File: config.mk
export PLATFORM = sky130hd
export DESIGN_NAME = seq_player
export DESIGN_NICKNAME = d
export VERILOG_FILES = /design/src/rtl/seq_player.sv
export SDC_FILE = /design/constraint.sdc
export NUM_CORES = 1
export LEC_CHECK = 0
export BUFFER_PORTS_ARGS = -buffer_cell sky130_fd_sc_hd__buf_2
export CAP_MARGIN = 5
export CORE_MARGIN = 4
export CORE_UTILIZATION = 53
export CTS_CLUSTER_DIAMETER = 30
export DETAILED_ROUTE_END_ITERATION = 10
export GPL_ROUTABILITY_DRIVEN = 0
export PLACE_DENSITY = 0.76
export SYNTH_ARGS = -nofsm -noshare
export SYNTH_HDL_FRONTEND = slang
export SYNTH_SLANG_ARGS = --single-unit
File: constraint.sdc
create_clock -name clock -period 2.25 [get_ports clock]
set_clock_uncertainty 0.2 [all_clocks]
set_input_delay 0.45 -clock clock [delete_from_list [all_inputs] [get_ports clock]]
set_output_delay 0.45 -clock clock [all_outputs]
set_load 0.02 [all_outputs]
File: src/rtl/seq_player.sv
// rtl/seq_player.sv - LED color sequence player driven from an external sequence store
//
// Purpose: plays `length` color elements read from an external store.
// Each element is a 1-cycle LOAD, an ON period scaled by speed, and a dark GAP.
//
// Ports:
//   clock     - single clock, rising edge
//   reset     - asynchronous active-high reset
//   play      - start request, ignored while busy
//   abort     - cancel playback in progress; done is not pulsed
//   length    - element count; 17..31 clamp to 16, 0 completes immediately
//   speed     - on-time select: on_len = ON_CYCLES >> min(speed, 2)
//   seq_data  - color code returned by the store for seq_addr
//   seq_addr  - registered element index
//   leds      - one-hot color drive (code 3 lights nothing)
//   busy      - high in every state except IDLE
//   done      - one-cycle pulse on normal completion
module seq_player #(
  parameter int ON_CYCLES  = 8,
  parameter int GAP_CYCLES = 4
) (
  input  logic       clock,
  input  logic       reset,
  input  logic       play,
  input  logic       abort,
  input  logic [4:0] length,
  input  logic [1:0] speed,
  input  logic [1:0] seq_data,
  output logic [3:0] seq_addr,
  output logic [2:0] leds,
  output logic       busy,
  output logic       done
);

  localparam int CW = 16;
  localparam logic [CW-1:0] ON0_LAST = CW'(ON_CYCLES - 1);
  localparam logic [CW-1:0] ON1_LAST = CW'((ON_CYCLES >> 1) - 1);
  localparam logic [CW-1:0] ON2_LAST = CW'((ON_CYCLES >> 2) - 1);
  localparam logic [CW-1:0] GAP_LAST = CW'(GAP_CYCLES - 1);

  typedef enum logic [2:0] {
    S_IDLE,
    S_LOAD,
    S_ON,
    S_GAP,
    S_DONE
  } state_t;

  state_t          state_q, state_d;
  logic [3:0]      idx_q, idx_d;
  logic [4:0]      len_q, len_d;
  logic [1:0]      spd_q, spd_d;
  logic [CW-1:0]   cnt_q, cnt_d;
  logic [2:0]      leds_q, leds_d;
  logic            busy_q, busy_d;
  logic            done_q, done_d;

  logic [4:0]      len_clamp;
  logic [CW-1:0]   on_last;
  logic [2:0]      color_onehot;

  always_comb begin
    len_clamp = (length > 5'd16) ? 5'd16 : length;

    // speed 3 deliberately shares the speed-2 on-time
    case (spd_q)
      2'd0:    on_last = ON0_LAST;
      2'd1:    on_last = ON1_LAST;
      default: on_last = ON2_LAST;
    endcase

    // code 3 still occupies a full timed slot, just with all LEDs dark
    case (seq_data)
      2'd0:    color_onehot = 3'b001;
      2'd1:    color_onehot = 3'b010;
      2'd2:    color_onehot = 3'b100;
      default: color_onehot = 3'b000;
    endcase
  end

  always_comb begin
    state_d = state_q;
    idx_d   = idx_q;
    len_d   = len_q;
    spd_d   = spd_q;
    cnt_d   = cnt_q;
    leds_d  = leds_q;
    busy_d  = busy_q;
    done_d  = 1'b0;

    case (state_q)
      S_IDLE: begin
        // abort outranks play, so a simultaneous pair leaves us idle
        if (play && !abort) begin
          busy_d = 1'b1;
          if (len_clamp == 5'd0) begin
            state_d = S_DONE;
            done_d  = 1'b1;
          end else begin
            len_d   = len_clamp;
            spd_d   = speed;
            idx_d   = 4'd0;
            state_d = S_LOAD;
          end
        end
      end
      S_LOAD: begin
        leds_d  = color_onehot;
        cnt_d   = on_last;
        state_d = S_ON;
      end
      S_ON: begin
        if (cnt_q == '0) begin
          leds_d  = 3'b000;
          cnt_d   = GAP_LAST;
          state_d = S_GAP;
        end else begin
          cnt_d = cnt_q - CW'(1);
        end
      end
      S_GAP: begin
        if (cnt_q == '0) begin
          if (({1'b0, idx_q} + 5'd1) < len_q) begin
            idx_d   = idx_q + 4'd1;
            state_d = S_LOAD;
          end else begin
            state_d = S_DONE;
            done_d  = 1'b1;
          end
        end else begin
          cnt_d = cnt_q - CW'(1);
        end
      end
      S_DONE: begin
        busy_d  = 1'b0;
        state_d = S_IDLE;
      end
      default: begin
        state_d = S_IDLE;
        busy_d  = 1'b0;
        leds_d  = 3'b000;
      end
    endcase

    // abort overrides whatever the state logic chose, including a pending done
    if (abort && (state_q != S_IDLE)) begin
      state_d = S_IDLE;
      idx_d   = 4'd0;
      cnt_d   = '0;
      leds_d  = 3'b000;
      busy_d  = 1'b0;
      done_d  = 1'b0;
    end
  end

  always_ff @(posedge clock or posedge reset) begin
    if (reset) begin
      state_q <= S_IDLE;
      idx_q   <= 4'd0;
      len_q   <= 5'd0;
      spd_q   <= 2'd0;
      cnt_q   <= '0;
      leds_q  <= 3'b000;
      busy_q  <= 1'b0;
      done_q  <= 1'b0;
    end else begin
      state_q <= state_d;
      idx_q   <= idx_d;
      len_q   <= len_d;
      spd_q   <= spd_d;
      cnt_q   <= cnt_d;
      leds_q  <= leds_d;
      busy_q  <= busy_d;
      done_q  <= done_d;
    end
  end

  assign seq_addr = idx_q;
  assign leds     = leds_q;
  assign busy     = busy_q;
  assign done     = done_q;

endmodule

==> flow_metrics.env, run 1 <==
export IMPL_initial_utilization_pct=56.0
export IMPL_synth_adder_area_share_pct=3.61
export IMPL_placed_cells=318
export IMPL_timing_critical_path_slowest_stage_cell="or4_4"
export IMPL_nets=308
export IMPL_number_of_clock_sinks_seen_by_cts=35
export IMPL_dr_pass1_iters=5
export IMPL_clock_power_share_pct=12.0
export IMPL_final_min_clock_period_ns=2.40
export IMPL_tritoncts="yes"
export IMPL_vias=2095
export IMPL_grt_met3_usage_pct=4.83
export IMPL_layout_setup_ws_ns=-0.148
export IMPL_leakagePower_nw=1.31
export IMPL_drtIter0Drc=191
export IMPL_routed_via_density=6.20
export IMPL_grt_usage_pct=22.3
export IMPL_row_count=22
export IMPL_outcome="complete, but fails checks"
export IMPL_finish_cell_count_without_fillers=338
export IMPL_power_share_switching_pct=42.3
export IMPL_cts_root_buffer="clkbuf_8"
export IMPL_synth_area_per_cell_um2=9.21
export IMPL_grt_busiest_layer="met2"
export IMPL_fp_dieArea_um2=4990
export IMPL_antenna_violations_before_repair=0
export IMPL_die_x_um=70.7
export IMPL_tightest_slew_ns=0.467
export IMPL_slew_viol_final=0
export IMPL_drv_max_cap_violation_count=0
export IMPL_rsz0062_at_grt="yes"
export IMPL_worst_ir_drop_vdd_uv=811
export IMPL_crit_path_start_kind="flip-flop"
export IMPL_core_area_um2=3720
export IMPL_violations="setup timing"
export IMPL_diodes=0
export IMPL_synth_top_family_by_area="simple AND/OR/NAND/NOR gates"
export IMPL_yosys_mux_area_fraction_pct=1.62
export IMPL_critPathArrivalTime_ns=2.42
export IMPL_grt_pass1_wl_mm=8.78
export IMPL_grt_pass1_vias=1848
export IMPL_timing_final_setup_violations=20
export IMPL_avgRoutedWirePerCell_um=17.5
export IMPL_maxSlewHeadroom_pct=68.8
export IMPL_post_synth_top_area_fraction_pct=42.1
export IMPL_synthXorXnorAreaFrac_pct=0.841
export IMPL_yosys_register_bits=35
export IMPL_final_area_um2=2860
export IMPL_synth_yosys_seq_area_share_pct=42.1
export IMPL_ys_async_sr_fraction_pct=100
export IMPL_cts_clk_slew_worst_paths_ns=0.08
export IMPL_placed_area_um2=2510
export IMPL_tritoncts_num_buffers=5
export IMPL_synthFlopType="dfrtp_1"
export IMPL_top_level_ports=22
export IMPL_synth_enable_flop_cells=0
export IMPL_cts_hold_buffers=0
export IMPL_required_ns=2.27
export IMPL_netlist_cell_type_count=51
export IMPL_drc_errors=0
export IMPL_synth_compound_area_share_pct=22.8
export IMPL_clock_fmax_ghz=0.417
export IMPL_cp_end_kind="flip-flop"
export IMPL_final_hold_violation_count=0
export IMPL_post_synth_main_area_contributors="dfrtp_1 42%, a21oi_1 4.3%, ha_1 3.6%"
export IMPL_route_final_wire_length_mm=5.92
export IMPL_timing_setup_critical_path_class="reg -> reg"
export IMPL_total_power_mw=4.36
export IMPL_synth_net_count=245
export IMPL_synth_largest_area_cell="dfrtp_1"
export IMPL_worst_hold_path_type="in -> async"
export IMPL_power_per_cell_area_nw_per_um2=1520
export IMPL_critPathMaxFanout=6
export IMPL_critical_path_max_stage_delay_ns=0.56
export IMPL_synthCells=226
export IMPL_seq_power_share_pct=23.2
export IMPL_layout_area_overhead_vs_synth_pct=37.5
export IMPL_ant_nets=0
export IMPL_dp_hpwl_mm=3.55
export IMPL_crit_family="simple AND/OR/NAND/NOR gates"
export IMPL_grt_start_max_net_pins=36
export IMPL_grt_met2_usage_pct=32.7
export IMPL_share_of_synthesized_cell_area_in_and_or_nand_and_nor_gates_pct=23.6
export IMPL_worstPathCellList="or4_4, buf_6, nand4b_4, o31ai_4, buf_4, clkbuf_16, o21ai_1, a21oi_1"
export IMPL_cp_buffers_inverters=3
export IMPL_cts_root_to_sink_buffers=2
export IMPL_h_tree_depth=2
export IMPL_grt_remaining_overflow=0
export IMPL_globalRouteMet1Util_pct=31.5
export IMPL_ys_warnings_count=0
export IMPL_power_net_switching_mw=1.84
export IMPL_place_port_buffers=21
export IMPL_setup_tns_ns=-1.93
export IMPL_finalCritPeriodShare_pct=107
export IMPL_fraction_of_final_layout_cells_with_drive_strength_greater_than_1_pct=39.0
export IMPL_syn_cell_area_um2=2080
export IMPL_combPwrFrac_pct=64.8
export IMPL_power_report_internal_total_mw=2.52
export IMPL_fp_dieH_um=70.7
export IMPL_clk_insertion_delay_late_ns=0.30
==> area by class of cell <==
cell class / instances / area [um2]
inverters: 14 / 52.6
clock buffers: 8 / 100
fillers: 245 / 853
well taps: 48 / 60.1
flip-flops and latches: 35 / 878
repair buffers: 69 / 526
multi-input cells: 164 / 1250
==> stage by stage <==
| step | setup slack, ns | utilization, % | hold slack (ns) |
|---|---|---|---|
| after detailed placement | -0.0587 | 67.5 | 0.281 |
| after floorplan | -0.124 | - | 0.276 |
| after global placement | -0.0164 | 67.5 | 0.281 |
| final | -0.148 | 77.0 | 0.0513 |
| after global routing | -0.216 | 77.0 | 0.117 |
| after CTS | -0.0777 | 71.0 | 0.0750 |
==> cell usage after synthesis (2+ instances only) <==
cell type / instances
nand2b_1: 4
dfrtp_1: 35
nor4_1: 2
or3_1: 9
o31ai_1: 6
o22ai_1: 2
clkbuf_1: 9
nor2b_1: 4
a22oi_1: 2
nor2_1: 12
ha_1: 6
nand4b_1: 3
o31a_1: 2
nor3_1: 11
a31oi_1: 3
o21ai_0: 8
nand3b_1: 2
inv_1: 14
nand3_1: 6
o21ai_1: 11
a21oi_1: 18
or4_1: 7
o41ai_1: 2
nand2_1: 11
o211ai_1: 5
mux2_2: 3
a22o_1: 5
==> metal layers <==
| layer | vias up | wire (um) |
|---|---|---|
| met1 | 990 | 2470 |
| li1 | 970 | - |
| met5 | - | 0 |
| met4 | 0 | 160 |
| met2 | 115 | 2840 |
| met3 | 20 | 444 |
==> worst paths after layout <==
check / slack [ns] / cells past startpoint / to / startpoint
max: -0.15 / 8 / cnt_q[3] / cnt_q[5]
min: 0.05 / 3 / cnt_q[11] / reset
max reg2reg: -0.15 / 8 / cnt_q[3] / cnt_q[5]
min reg2reg: 0.30 / 1 / leds[0] / leds[0]
max in group asynchronous: 1.46 / 3 / seq_addr[0] / reset
min in group clock: 0.18 / 3 / spd_q[1] / speed[1]
==> placed cells by master (no fill, tap or decap), types with 2 or more instances in the layout <==
| cell type | count |
|---|---|
| nor3_1 | 9 |
| nor4_1 | 2 |
| ha_1 | 4 |
| nor3_2 | 2 |
| inv_1 | 13 |
| nor2_1 | 11 |
| buf_4 | 40 |
| o31ai_1 | 3 |
| mux2_2 | 2 |
| o22ai_1 | 2 |
| a22o_1 | 5 |
| a21oi_2 | 3 |
| nor2b_1 | 4 |
| clkbuf_16 | 2 |
| o21ai_1 | 12 |
| or3_4 | 2 |
| clkbuf_8 | 7 |
| buf_2 | 22 |
| o211ai_1 | 5 |
| nand3b_1 | 2 |
| o31a_1 | 2 |
| o21ai_0 | 5 |
| or4_4 | 5 |
| nand3_1 | 6 |
| buf_6 | 4 |
| a31oi_1 | 2 |
| dfrtp_2 | 2 |
| or4_1 | 3 |
| nand4b_1 | 3 |
| dfrtp_1 | 33 |
| a21oi_1 | 15 |
| nand2b_1 | 4 |
| o31ai_2 | 3 |
| or3_1 | 8 |
| nand2_1 | 10 |
==> what timing repair did <==
item / in CTS / in global routing
setup buffers: 0 / 8
hold endpoints to repair: 0 / 0
setup endpoints to repair: 18 / 27
cloned: 0 / 4
pin swaps: 2 / 16
resized for setup: 5 / 26
==> worst min-delay path, stage by stage <==
cell   delay, ns
buf_2       0.09
inv_1       0.05
buf_4       0.39
==> kinds of logic after synthesis <==
group / count (synthesis)
AOI/OAI and AO/OA: 72
and+or+nand+nor: 81
adders and majority gates: 6
muxes: 3
buffers and inverters: 27
DFF: 35
xor gates and xnor gates: 2
==> sequential cells by signal (all words and copies together), names as in the netlist <==
register  count
cnt_q        16
leds          3
state_q       3
len_q         5
busy          1
spd_q         2
done          1
seq_addr      4
==> power groups by stage <==
stage          registers, mW  clock network (mW)  logic (mW)
2_1_floorplan           1.04                   0        1.35
3_3_place_gp           0.993                   0        2.09
3_5_place_dp           0.997                   0        2.15
4_1_cts                0.990               0.527        2.22
5_1_grt                 1.04               0.553        3.03
6_report                1.01               0.521        2.82
Power figures use the tool's default switching activity.
==> run 2, diff against run 1 <==
Settings changed: TNS_END_PERCENT from default to 30.
==> flow_metrics.env, run 2 (synthesis results as in run 1) <==
export IMPL_most_frequent_cells_in_the_layout="34 x buf_4, 33 x dfrtp_1, 21 x buf_2"
export IMPL_tightest_slew_ns=0.458
export IMPL_slew_viol_final=0
export IMPL_layout_filler_cells=294
export IMPL_seq_power_share_pct=26.3
export IMPL_dr_pass1_iters=4
export IMPL_grt_start_max_net_pins=36
export IMPL_multiInputGateArea_um2=1170
export IMPL_drtIter0Drc=178
export IMPL_maxSlewHeadroom_pct=69.5
export IMPL_power_report_internal_total_mw=2.22
export IMPL_power_share_switching_pct=41.6
export IMPL_largest_register_ffs=16
export IMPL_dp_hpwl_mm=3.72
export IMPL_cts_root_buffer="clkbuf_8"
export IMPL_power_per_cell_area_nw_per_um2=1430
export IMPL_row_count=22
export IMPL_clock_power_share_pct=13.2
export IMPL_crit_family="simple AND/OR/NAND/NOR gates"
export IMPL_grt_remaining_overflow=0
export IMPL_crit_path_start_kind="flip-flop"
export IMPL_avgRoutedWirePerCell_um=15.9
export IMPL_nets=297
export IMPL_routed_via_density=5.94
export IMPL_critical_path_max_stage_delay_ns=0.55
export IMPL_grt_usage_pct=21.2
export IMPL_diodes=0
export IMPL_violations="setup timing"
export IMPL_layout_area_overhead_vs_synth_pct=27.8
export IMPL_die_x_um=70.7
export IMPL_timing_critical_path_slowest_stage_cell="or4_4"
export IMPL_grt_pass1_wl_mm=8.58
export IMPL_timing_final_setup_violations=7
export IMPL_setup_tns_ns=-0.300
export IMPL_largest_register="cnt_q"
export IMPL_clock_fmax_ghz=0.429
export IMPL_h_tree_depth=2
export IMPL_clk_insertion_delay_late_ns=0.29
export IMPL_fp_dieArea_um2=4990
export IMPL_fp_dieH_um=70.7
export IMPL_required_ns=2.27
export IMPL_top_level_ports=22
export IMPL_grt_pass1_vias=1883
export IMPL_core_area_um2=3720
export IMPL_tritoncts_num_buffers=5
export IMPL_layout_setup_ws_ns=-0.0817
export IMPL_cp_end_kind="flip-flop"
export IMPL_cts_root_to_sink_buffers=2
export IMPL_worstPathCellList="or4_4, or3_4, or2_1, or4_1, a21oi_1"
export IMPL_vias=1941
export IMPL_outcome="complete, but fails checks"
export IMPL_timing_setup_critical_path_class="reg -> reg"
export IMPL_power_net_switching_mw=1.58
export IMPL_route_final_wire_length_mm=5.20
export IMPL_worst_ir_drop_vdd_uv=748
export IMPL_place_port_buffers=21
export IMPL_combPwrFrac_pct=60.6
export IMPL_drc_errors=0
export IMPL_final_min_clock_period_ns=2.33
export IMPL_leakagePower_nw=1.22
export IMPL_mostFrequentLayoutCell="buf_4"
export IMPL_number_of_clock_sinks_seen_by_cts=35
export IMPL_final_hold_violation_count=0
export IMPL_ant_nets=0
export IMPL_antenna_violations_before_repair=0
export IMPL_finalCritPeriodShare_pct=104
export IMPL_cts_clk_slew_worst_paths_ns=0.07
export IMPL_post_placement_worst_setup_slack_ns=-0.0921
export IMPL_cp_buffers_inverters=0
export IMPL_initial_utilization_pct=56.0
export IMPL_rsz0062_at_grt="yes"
export IMPL_hold_ws_ns=0.0529
export IMPL_fraction_of_final_layout_cells_with_drive_strength_greater_than_1_pct=31.2
export IMPL_tritoncts="yes"
export IMPL_critPathMaxFanout=2
export IMPL_worst_hold_path_type="in -> async"
export IMPL_critPathArrivalTime_ns=2.35
export IMPL_final_seq_area_um2=878
export IMPL_drv_max_cap_violation_count=0
run 2: what timing repair did:
action	CTS	global route
hold buffers	0	0
resized for setup	3	10
pin swaps	5	4
setup buffers	1	0
endpoints found under the setup margin	16	27
run 2: power by group through the flow:
| stage | clock, mW | combinational, mW | sequential, mW |
|---|---|---|---|
| finish | 0.501 | 2.30 | 0.998 |
| detailed placement | 0 | 2.16 | 1.01 |
| floorplan | 0 | 1.34 | 1.04 |
| global route | 0.535 | 2.51 | 1.03 |
| global placement | 0 | 2.10 | 0.997 |
| CTS | 0.509 | 2.18 | 0.995 |
run 2: worst paths after layout:
check | cells after the start | start | end | slack (ns)
worst max-delay path | 5 | cnt_q[8] | cnt_q[15] | -0.08
worst min-delay path | 3 | reset | len_q[2] | 0.05
worst max register to register | 5 | cnt_q[8] | cnt_q[15] | -0.08
worst min register to register | 1 | leds[0] | leds[0] | 0.30
max in group asynchronous | 3 | reset | seq_addr[1] | 1.47
min in group clock | 3 | speed[1] | spd_q[1] | 0.18
run 2: layer usage:
metal	vias up	track usage, %	share of wire, %
li1	947	-	-
met1	923	28.7	44
met2	62	34.4	48
met3	9	3.98	5.9
met4	0	7.31	1.7
met5	-	0	0
run 2: area by class of cell:
| type | count | share of cell area, % |
|---|---|---|
| repair buffers | 58 | 15.1 |
| multi-input cells | 164 | 43.9 |
| well taps | 48 | 2.26 |
| clock buffers | 8 | 3.76 |
| inverters | 14 | 1.97 |
| flip-flops and latches | 35 | 33.0 |
run 2: through the flow:
stage          utilization, %  std cells  total power, mW  instance area [um2]
2_1_floorplan               -        226             2.38                 2110
3_3_place_gp             67.1        318             3.10                 2490
3_5_place_dp             67.1        318             3.17                 2490
4_1_cts                  70.5        327             3.69                 2620
5_1_grt                  71.6        327             4.07                 2660
6_report                 71.6        327             3.80                 2660
run 2: tightest hold or removal path: stages:
cell and delay (ns):
buf_2 0.09, inv_1 0.04, buf_4 0.39
